## config.mk

```make
export PLATFORM = sky130hd
export DESIGN_NAME = task_launch_fifo
export DESIGN_NICKNAME = d
export VERILOG_FILES = /design/src/rtl/task_launch_fifo.sv
export SDC_FILE = /design/constraint.sdc
export NUM_CORES = 1
export LEC_CHECK = 0
export CAP_MARGIN = 20
export CORE_MARGIN = 4
export CORE_UTILIZATION = 30
export DETAILED_ROUTE_END_ITERATION = 10
export PLACE_DENSITY_LB_ADDON = 0.1
export SLEW_MARGIN = 20
export SYNTH_ARGS = -nofsm -noshare
export SYNTH_HDL_FRONTEND = slang
export SYNTH_SLANG_ARGS = --single-unit
```

## constraint.sdc

```tcl
create_clock -name clk -period 3.9 [get_ports clk]
set_clock_uncertainty 0.15 [all_clocks]
set_input_delay 0.975 -clock clk [delete_from_list [all_inputs] [get_ports clk]]
set_output_delay 0.975 -clock clk [all_outputs]
set_load 0.03 [all_outputs]
```

## src/rtl/task_launch_fifo.sv

```systemverilog
// Task launch queue: accepts launch requests for one channel parity into a
// circular FIFO and presents the head entry combinationally to the fetcher.
module task_launch_fifo #(
  parameter int CHAN_SEL_SIZE   = 3,
  parameter int THREAD_SEL_SIZE = 2,
  parameter int OPERAND_SIZE    = 8,
  parameter int DEPTH_LOG2      = 3,
  parameter int QUEUE_SEL       = 0
) (
  input  logic                       clk,
  input  logic                       reset,
  input  logic                       req_valid,
  input  logic [CHAN_SEL_SIZE:0]     req_channel,
  input  logic [THREAD_SEL_SIZE-1:0] req_thread,
  input  logic [OPERAND_SIZE-1:0]    req_operand,
  output logic                       req_accept,
  output logic [CHAN_SEL_SIZE-1:0]   next_task_channel,
  output logic [THREAD_SEL_SIZE-1:0] next_task_thread,
  output logic [OPERAND_SIZE-1:0]    next_task_operand,
  output logic                       next_task_ready,
  input  logic                       next_task_ack,
  output logic [DEPTH_LOG2:0]        fifo_count,
  output logic                       fifo_full,
  output logic                       overflow,
  output logic                       bad_request,
  input  logic                       clear_flags
);
  localparam int                         DEPTH       = 2 ** DEPTH_LOG2;
  localparam logic [DEPTH_LOG2:0]        FULL_CNT    = (DEPTH_LOG2 + 1)'(DEPTH);
  localparam logic [THREAD_SEL_SIZE-1:0] RSVD_THREAD = THREAD_SEL_SIZE'(3);
  localparam logic                       QSEL        = 1'(QUEUE_SEL);

  logic [CHAN_SEL_SIZE-1:0]   chan_mem    [DEPTH];
  logic [THREAD_SEL_SIZE-1:0] thread_mem  [DEPTH];
  logic [OPERAND_SIZE-1:0]    operand_mem [DEPTH];

  logic [DEPTH_LOG2-1:0] wr_ptr, rd_ptr;
  logic [DEPTH_LOG2:0]   count;
  logic                  accept_q, overflow_q, bad_q;
  logic                  match, eligible, reject, is_full, pop, push, drop;

  assign match    = req_valid && (req_channel[0] == QSEL);
  assign eligible = match && (req_thread != RSVD_THREAD);
  assign reject   = match && (req_thread == RSVD_THREAD);
  assign is_full  = (count == FULL_CNT);
  assign pop      = next_task_ack && (count != '0);
  // A pop on a full FIFO frees the slot the push lands in on the same edge.
  assign push     = eligible && (!is_full || pop);
  assign drop     = eligible && !push;

  always_ff @(posedge clk) begin
    if (reset) begin
      wr_ptr     <= '0;
      rd_ptr     <= '0;
      count      <= '0;
      accept_q   <= 1'b0;
      overflow_q <= 1'b0;
      bad_q      <= 1'b0;
    end else begin
      if (push) wr_ptr <= wr_ptr + 1'b1;
      if (pop)  rd_ptr <= rd_ptr + 1'b1;
      case ({push, pop})
        2'b10:   count <= count + 1'b1;
        2'b01:   count <= count - 1'b1;
        default: count <= count;
      endcase
      accept_q <= push;
      // Clearing wins over a flag raised in the same cycle.
      if (clear_flags) begin
        overflow_q <= 1'b0;
        bad_q      <= 1'b0;
      end else begin
        if (drop)   overflow_q <= 1'b1;
        if (reject) bad_q      <= 1'b1;
      end
    end
  end

  // Storage is never cleared; head data is only meaningful while ready.
  always_ff @(posedge clk) begin
    if (push && !reset) begin
      chan_mem[wr_ptr]    <= req_channel[CHAN_SEL_SIZE:1];
      thread_mem[wr_ptr]  <= req_thread;
      operand_mem[wr_ptr] <= req_operand;
    end
  end

  assign next_task_channel = chan_mem[rd_ptr];
  assign next_task_thread  = thread_mem[rd_ptr];
  assign next_task_operand = operand_mem[rd_ptr];

  // Status reads as idle for the whole reset cycle, not only after the edge.
  assign next_task_ready = !reset && (count != '0);
  assign fifo_full       = !reset && is_full;
  assign fifo_count      = reset ? '0 : count;
  assign req_accept      = !reset && accept_q;
  assign overflow        = !reset && overflow_q;
  assign bad_request     = !reset && bad_q;
endmodule

```

==> results of run 1 <==
[report_power, final]
group,switching (mW),internal [mW],total [mW]
Sequential,0.0564,1.43,1.49
Clock,0.504,0.912,1.42
Combinational,0.354,0.403,0.757
Total,0.915,2.75,3.66
[layout by cell type, fill, tap and decap left out, types with 3 or more instances in the layout]
cell type and instances:
mux2_2 15, dfxtp_1 15, clkdlybuf4s50_1 33, buf_4 32
edfxtp_1 104, ha_1 3, a21oi_1 4, nor2b_1 8
nand2b_1 3, nand2_1 7, mux4_2 26, clkinv_1 9
nor2_1 19, clkinv_2 3, clkbuf_16 17, nor3_1 4
[flip-flops by register name, summed over array words and instances, names as in the netlist, named ones only]
register / count
bad_q: 1
thread_mem: 16
count: 4
overflow_q: 1
chan_mem: 24
wr_ptr: 3
accept_q: 1
rd_ptr: 3
operand_mem: 64
[area by class of cell]
| class | instances | area, um2 |
|---|---|---|
| clock buffer | 17 | 425 |
| clock inverter | 15 | 116 |
| fill | 1453 | 9230 |
| inverter | 2 | 7.51 |
| multi-input combinational | 114 | 1230 |
| sequential | 120 | 3440 |
| tap | 211 | 264 |
| timing repair buffer | 66 | 591 |
[per-layer routing]
metal | part of all wire | up-vias | GRT usage | wire, um
li1 | - | 1135 | - | -
met1 | 0.47 | 1228 | 0.148 | 4490
met2 | 0.48 | 48 | 0.184 | 4600
met3 | 0.035 | 14 | 0.0400 | 333
met4 | 0.013 | 0 | 0.0411 | 120
met5 | 0 | - | 0 | 0
[stage by stage]
step	instances	setup WS [ns]
2_1_floorplan	246	0.455
3_3_place_gp	513	0.396
3_5_place_dp	513	0.375
4_1_cts	545	0.158
5_1_grt	545	0.111
6_report	545	0.229
[cell families (layout without fill, tap and decap cells)]
kind of cell             after synthesis  in the layout
multiplexers                          43             43
XOR/XNOR                               4              4
AND/OR/NAND/NOR                       51             51
buffers and inverters                 12            100
AO/OA/AOI/OAI                         13             13
adder cells (fa/ha/maj)                3              3
flip-flops                           120            120
[final timing paths]
kind / startpoint / to / slack (ns) / cells after the start
max reg2reg: count[1]$_SDFFE_PP0P_ / count[2]$_SDFFE_PP0P_ / 1.54 / 6
max: flop / next_task_operand[3] / 0.23 / 4
min: rd_ptr[1]$_SDFFE_PP0P_ / rd_ptr[1]$_SDFFE_PP0P_ / 0.34 / 2
min reg2reg: rd_ptr[1]$_SDFFE_PP0P_ / rd_ptr[1]$_SDFFE_PP0P_ / 0.34 / 2
[worst reg2reg max path, cell delays in order (launching register included)]
cell	delay [ns]
dfxtp_1	0.39
o41a_1	0.53
o21ai_0	0.25
xnor2_1	0.13
ha_1	0.22
o32ai_2	0.29
mux2_4	0.32
==> summary.txt, run 1 <==
Run
  – Max-Cap Viols: 0

Synthesis
  – Adder-Cell Fraction of Synth Area: 0.00795
  – Count leader, synth: edfxtp_1
  – Synth top cells by count: edfxtp_1 (104), mux4_2 (26), nor2_1 (19)
  – Synth top area cells: edfxtp_1 (66%), mux4_2 (12%), dfxtp_1 (6.8%)
  – Top-area cell type share of the netlist area: 0.661
  – Syn nets: 268
  – Yosys warnings: 0
  – Main synth FF type: edfxtp_1
  – Asr flop ratio synth: 0
  – Post-synth EDFFs: 104
  – Synth Area in XOR/XNOR: 0.00742
  – Number of register bits inferred by synthesis: 120
  – Yosys cell types: 33
  – Simple-Gate Fraction of Synth Area: 0.0543
  – Mapped Cells: 246
  – Post-synthesis cell area: 0.00472 mm2
  – Synthesized area per cell: 19.2 um2
  – Yosys top cell by area: edfxtp_1
  – Largest family of logic cells by synthesized area: multiplexers
  – Compound-Gate Fraction of Synth Area: 0.0244
  – Register area share after synthesis: 0.729
  – Mux cell area share after synthesis: 0.165

Timing
  – # setup viols final: 0
  – Final hold violations: 0
  – Slew @ Worst Pin: 0.501 ns
  – RSZ-0062 raised after global routing: false
  – Final period utilization: 0.941
  – Relative slew slack: 0.662
  – Setup TNS: 0 ns
  – Final hold slack: 0.344 ns
  – Final Max Slew Viols: 0
  – Fin crit period: 3.67 ns
  – Max Freq: 0.272 GHz

CTS
  – TritonCTS buffer count: 17
  – Worst-path clk slew: 0.05 ns
  – Root Driver: clkbuf_16
  – Post_cts resized: 0
  – Post-CTS Hold Fix Bufs: 0
  – Clock tree buffer depth: 2
  – Number of H-tree levels: 4
  – TritonCTS clock tree: yes
  – Setup bufs post-CTS: 0
  – Clock latency on the worst-skew pair: 0.40 ns
  – Sink Count: 120

Routing
  – Routed len/inst: 17.5 um
  – Antenna viol nets, final: 0
  – Via-to-Cell Ratio: 4.45
  – DRT Pass-1 Iters: 4
  – DRC violations left: 0
  – Initial DRC count: 86
  – WL final: 9550 um
  – Via count: 2425

Worst setup path
  – Max FO, Critical Path: 15
  – CP max-delay cell: clkdlybuf4s50_1
  – CP max stage delay: 0.60 ns
  – Critical Path Source Type: flop
  – Critical path required time: 2.77 ns
  – Kind of critical path: flop to primary output
  – Delay-heaviest family, CP: buffers and inverters
  – CP endpoint kind: primary output
  – Cell Chain, Critical Path: buf_12 -> mux4_2 -> mux2_2 -> clkdlybuf4s50_1
  – Worst path bufs/invs: 2
  – WP data arrival: 2.55 ns

Floorplan
  – Full die area: 0.0178 mm2
  – Initial Utilization: 0.308
  – Total core area: 0.0153 mm2
  – Top Ports: 41
  – Die Width: 133 um
  – Die Y: 133 um
  – Num rows: 45

GRT
  – Largest net degree at the start of global routing: 23
  – GRT overflow: 0
  – Total GRT Usage: 0.116
  – Vias in the first global route: 2619
  – Initial antenna violation count: 0
  – First-pass GRT wire length: 15100 um

Place
  – IO Port Bufs: 40
  – Area after DPL: 0.00554 mm2
  – Gpl congestion: 0.722
  – HPWL Detailed: 6340 um

Cells and area
  – Final instance area: 0.00608 mm2
  – Diodes inserted: 0
  – Share of layout cells above drive strength 1: 0.323
  – Nets: 343
  – Util after Layout: 0.397
  – P&R area growth vs syn: 28.8%

Power and ir drop
  – VDD IR max: 0.000360 V
  – Power per cell area: 602 mW/mm2
  – P_leak: 2.00 nW
  – PnR Total Power: 3.66 mW

Run status
  – Status: finished, final reports clean

Min path
  – Hold Crit Class: flop to flop
Note: power is estimated with default switching activity, not from simulation.
==> run 2, diff against run 1 <==
--- a/config.mk
+++ b/config.mk
@@ -6,7 +6,6 @@
 export NUM_CORES = 1
 export LEC_CHECK = 0
 export CAP_MARGIN = 20
-export CORE_MARGIN = 4
 export CORE_UTILIZATION = 30
 export DETAILED_ROUTE_END_ITERATION = 10
 export PLACE_DENSITY_LB_ADDON = 0.1
==> run 2 against run 1 <==
- sequential power about the same
- combinational power increased by 0.9%
- clock power increased by 23%
- total power increased by 8.7%
- worst setup slack improved by 0.11 ns
- critical path depth unchanged
- final cell count decreased by 0.92%
- die area decreased by 8.8%
- critical endpoint is now next_task_operand[6]
- global-route usage increased by 1.4 points
- routed wire length decreased by 0.72%
- final area increased by 1.4%
==> summary.txt, run 2 (synthesized netlist as in run 1, its figures left out) <==
Place
  – Placed insts: 508 (-0.97%)
  – IO Port Bufs: 40 (unchanged)
  – Gpl congestion: 0.707 (-2.1%)
  – HPWL Detailed: 6190 um (-2.4%)

Cells and area
  – Nets: 338 (-1.5%)
  – Biggest register: operand_mem
  – Fillers: 1372 (-5.6%)
  – P&R area growth vs syn: 30.6%
  – Util after Layout: 0.404 (+0.00712)
  – Multi-input logic area: 0.00123 mm2 (unchanged)
  – Max FFs per register: 64 (unchanged)
  – Diodes inserted: 0 (unchanged)
  – Largest registers: operand_mem (64), chan_mem (24), thread_mem (16)
  – FF+latch area: 0.00344 mm2 (unchanged)
  – Share of layout cells above drive strength 1: 0.337 (+0.0140)
  – Commonest non-fill, non-tap cell in the layout: edfxtp_1
  – Layout Cells excl Fill: 540 (-0.92%)
  – Most frequent cells in the layout: edfxtp_1 (104), clkdlybuf4s50_1 (32), buf_4 (28)

Floorplan
  – Die Y: 127 um (-4.5%)
  – Initial Utilization: 0.310 (+0.00114)
  – Full die area: 0.0162 mm2 (-8.8%)
  – Num rows: 45 (unchanged)
  – Total core area: 0.0153 mm2 (-0.37%)
  – Top Ports: 41 (unchanged)
  – Die Width: 127 um (-4.5%)

Worst setup path
  – WP data arrival: 2.43 ns (-0.12 ns)
  – CP endpoint kind: primary output
  – Kind of critical path: flop to primary output
  – Critical Path Source Type: flop
  – Max FO, Critical Path: 26 (+11)
  – Critical path required time: 2.77 ns (about the same)

Timing
  – Relative slew slack: 0.634 (-0.0281)
  – Setup TNS: 0 ns (unchanged)
  – RSZ-0062 raised after global routing: false
  – Final period utilization: 0.912 (-0.0288)
  – Max Freq: 0.281 GHz (+3.2%)
  – Final Max Slew Viols: 0 (unchanged)
  – Final hold violations: 0 (unchanged)
  – # setup viols final: 0 (unchanged)
  – Slew @ Worst Pin: 0.543 ns (+0.0417 ns)
  – Fin crit period: 3.56 ns (-0.112 ns)

GRT
  – Total GRT Usage: 0.129 (+0.0137)
  – Vias in the first global route: 2501 (-4.5%)
  – Initial antenna violation count: 0 (unchanged)
  – First-pass GRT wire length: 14700 um (-3.2%)
  – Largest net degree at the start of global routing: 27 (+17%)
  – GRT overflow: 0 (unchanged)

CTS
  – Post_cts resized: 0 (unchanged)
  – Root Driver: clkbuf_16
  – Clock latency on the worst-skew pair: 0.41 ns (about the same)
  – Post-CTS Hold Fix Bufs: 0 (unchanged)
  – Clock tree buffer depth: 2 (unchanged)
  – Setup bufs post-CTS: 0 (unchanged)
  – TritonCTS buffer count: 17 (unchanged)
  – Number of H-tree levels: 4 (unchanged)
  – TritonCTS clock tree: yes
  – Sink Count: 120 (unchanged)
  – Worst-path clk slew: 0.06 ns (about the same)

Run
  – Max-Cap Viols: 0 (unchanged)

Routing
  – DRT Pass-1 Iters: 4 (unchanged)
  – WL final: 9480 um (-0.72%)
  – Via-to-Cell Ratio: 4.48 (+0.63%)
  – Antenna viol nets, final: 0 (unchanged)
  – DRC violations left: 0 (unchanged)
  – Routed len/inst: 17.6 um (+0.20%)
  – Initial DRC count: 123 (+43%)
  – Via count: 2418 (-0.29%)

Run status
  – Status: finished, final reports clean

Min path
  – Hold Crit Class: flop to flop

Power and ir drop
  – Power per cell area: 645 mW/mm2 (+7.2%)
  – VDD IR max: 0.000319 V (-12%)
  – P_leak: 2.02 nW (+1.4%)
run 2: changes by cell type in the layout (fill, tap and decap cells not counted):
cell             previous run  this run
clkinv_1                    9         1
buf_4                      32        28
bufinv_16                   2         6
clkinvlp_4                  1         3
clkbuf_1                    0         1
clkbuf_8                    0         1
clkdlybuf4s50_1            33        32
clkinv_2                    3         2
clkinv_4                    0         1
run 2: report_power, final:
part / internal, mW / switching (mW) / leakage (nW)
clock: 1.21 / 0.539 / 0.317
sequential: 1.43 / 0.0378 / 1.07
combinational: 0.392 / 0.371 / 0.640
run 2: path summary, 6_finish.rpt:
kind              slack [ns]  cells after the start                    from                      to
hold / removal          0.34                      2  rd_ptr[1]$_SDFFE_PP0P_  rd_ptr[1]$_SDFFE_PP0P_
setup reg to reg        1.52                      6   count[1]$_SDFFE_PP0P_   count[2]$_SDFFE_PP0P_
hold reg to reg         0.34                      2  rd_ptr[1]$_SDFFE_PP0P_  rd_ptr[1]$_SDFFE_PP0P_
setup / recovery        0.34                      4                    flop    next_task_operand[6]
run 2: area by class of cell:
| cell class | instances | area share |
|---|---|---|
| clock buffer | 19 | 0.0718 |
| clock inverter | 13 | 0.0365 |
| inverter | 2 | 0.00122 |
| multi-input combinational | 114 | 0.200 |
| sequential | 120 | 0.558 |
| tap | 211 | 0.0428 |
| timing repair buffer | 61 | 0.0892 |
run 2: worst max-delay path: stages (launching register included):
cell,delay (ns)
dfxtp_2,0.33
buf_12,0.24
mux4_2,0.57
mux2_2,0.28
clkdlybuf4s50_1,0.59
run 2: per-stage QoR:
step / cell area, um2 / hold WS (ns) / total power [mW] / setup slack, ns
floorplan: 4720 / 0.304 / 2.04 / 0.455
global placement: 5500 / 0.316 / 2.28 / 0.408
detailed placement: 5500 / 0.334 / 2.28 / 0.360
CTS: 6170 / 0.342 / 4.04 / 0.294
global route: 6170 / 0.360 / 4.13 / 0.225
finish: 6170 / 0.336 / 3.98 / 0.342
run 2: routing by layer:
layer	up-vias	wire (um)	global-route usage
li1	1131	-	-
met1	1250	4500	0.165
met2	31	4570	0.200
met3	6	297	0.0431
met4	0	105	0.0581
met5	-	0	0
==> run 3, diff against run 2 <==
--- a/config.mk
+++ b/config.mk
@@ -9,7 +9,7 @@
 export CORE_UTILIZATION = 30
 export DETAILED_ROUTE_END_ITERATION = 10
 export PLACE_DENSITY_LB_ADDON = 0.1
-export SLEW_MARGIN = 20
 export SYNTH_ARGS = -nofsm -noshare
 export SYNTH_HDL_FRONTEND = slang
 export SYNTH_SLANG_ARGS = --single-unit
+export TNS_END_PERCENT = 1
==> results of run 3 <==
Same layout as run 2: the final DEF is identical, and so are final timing and power.
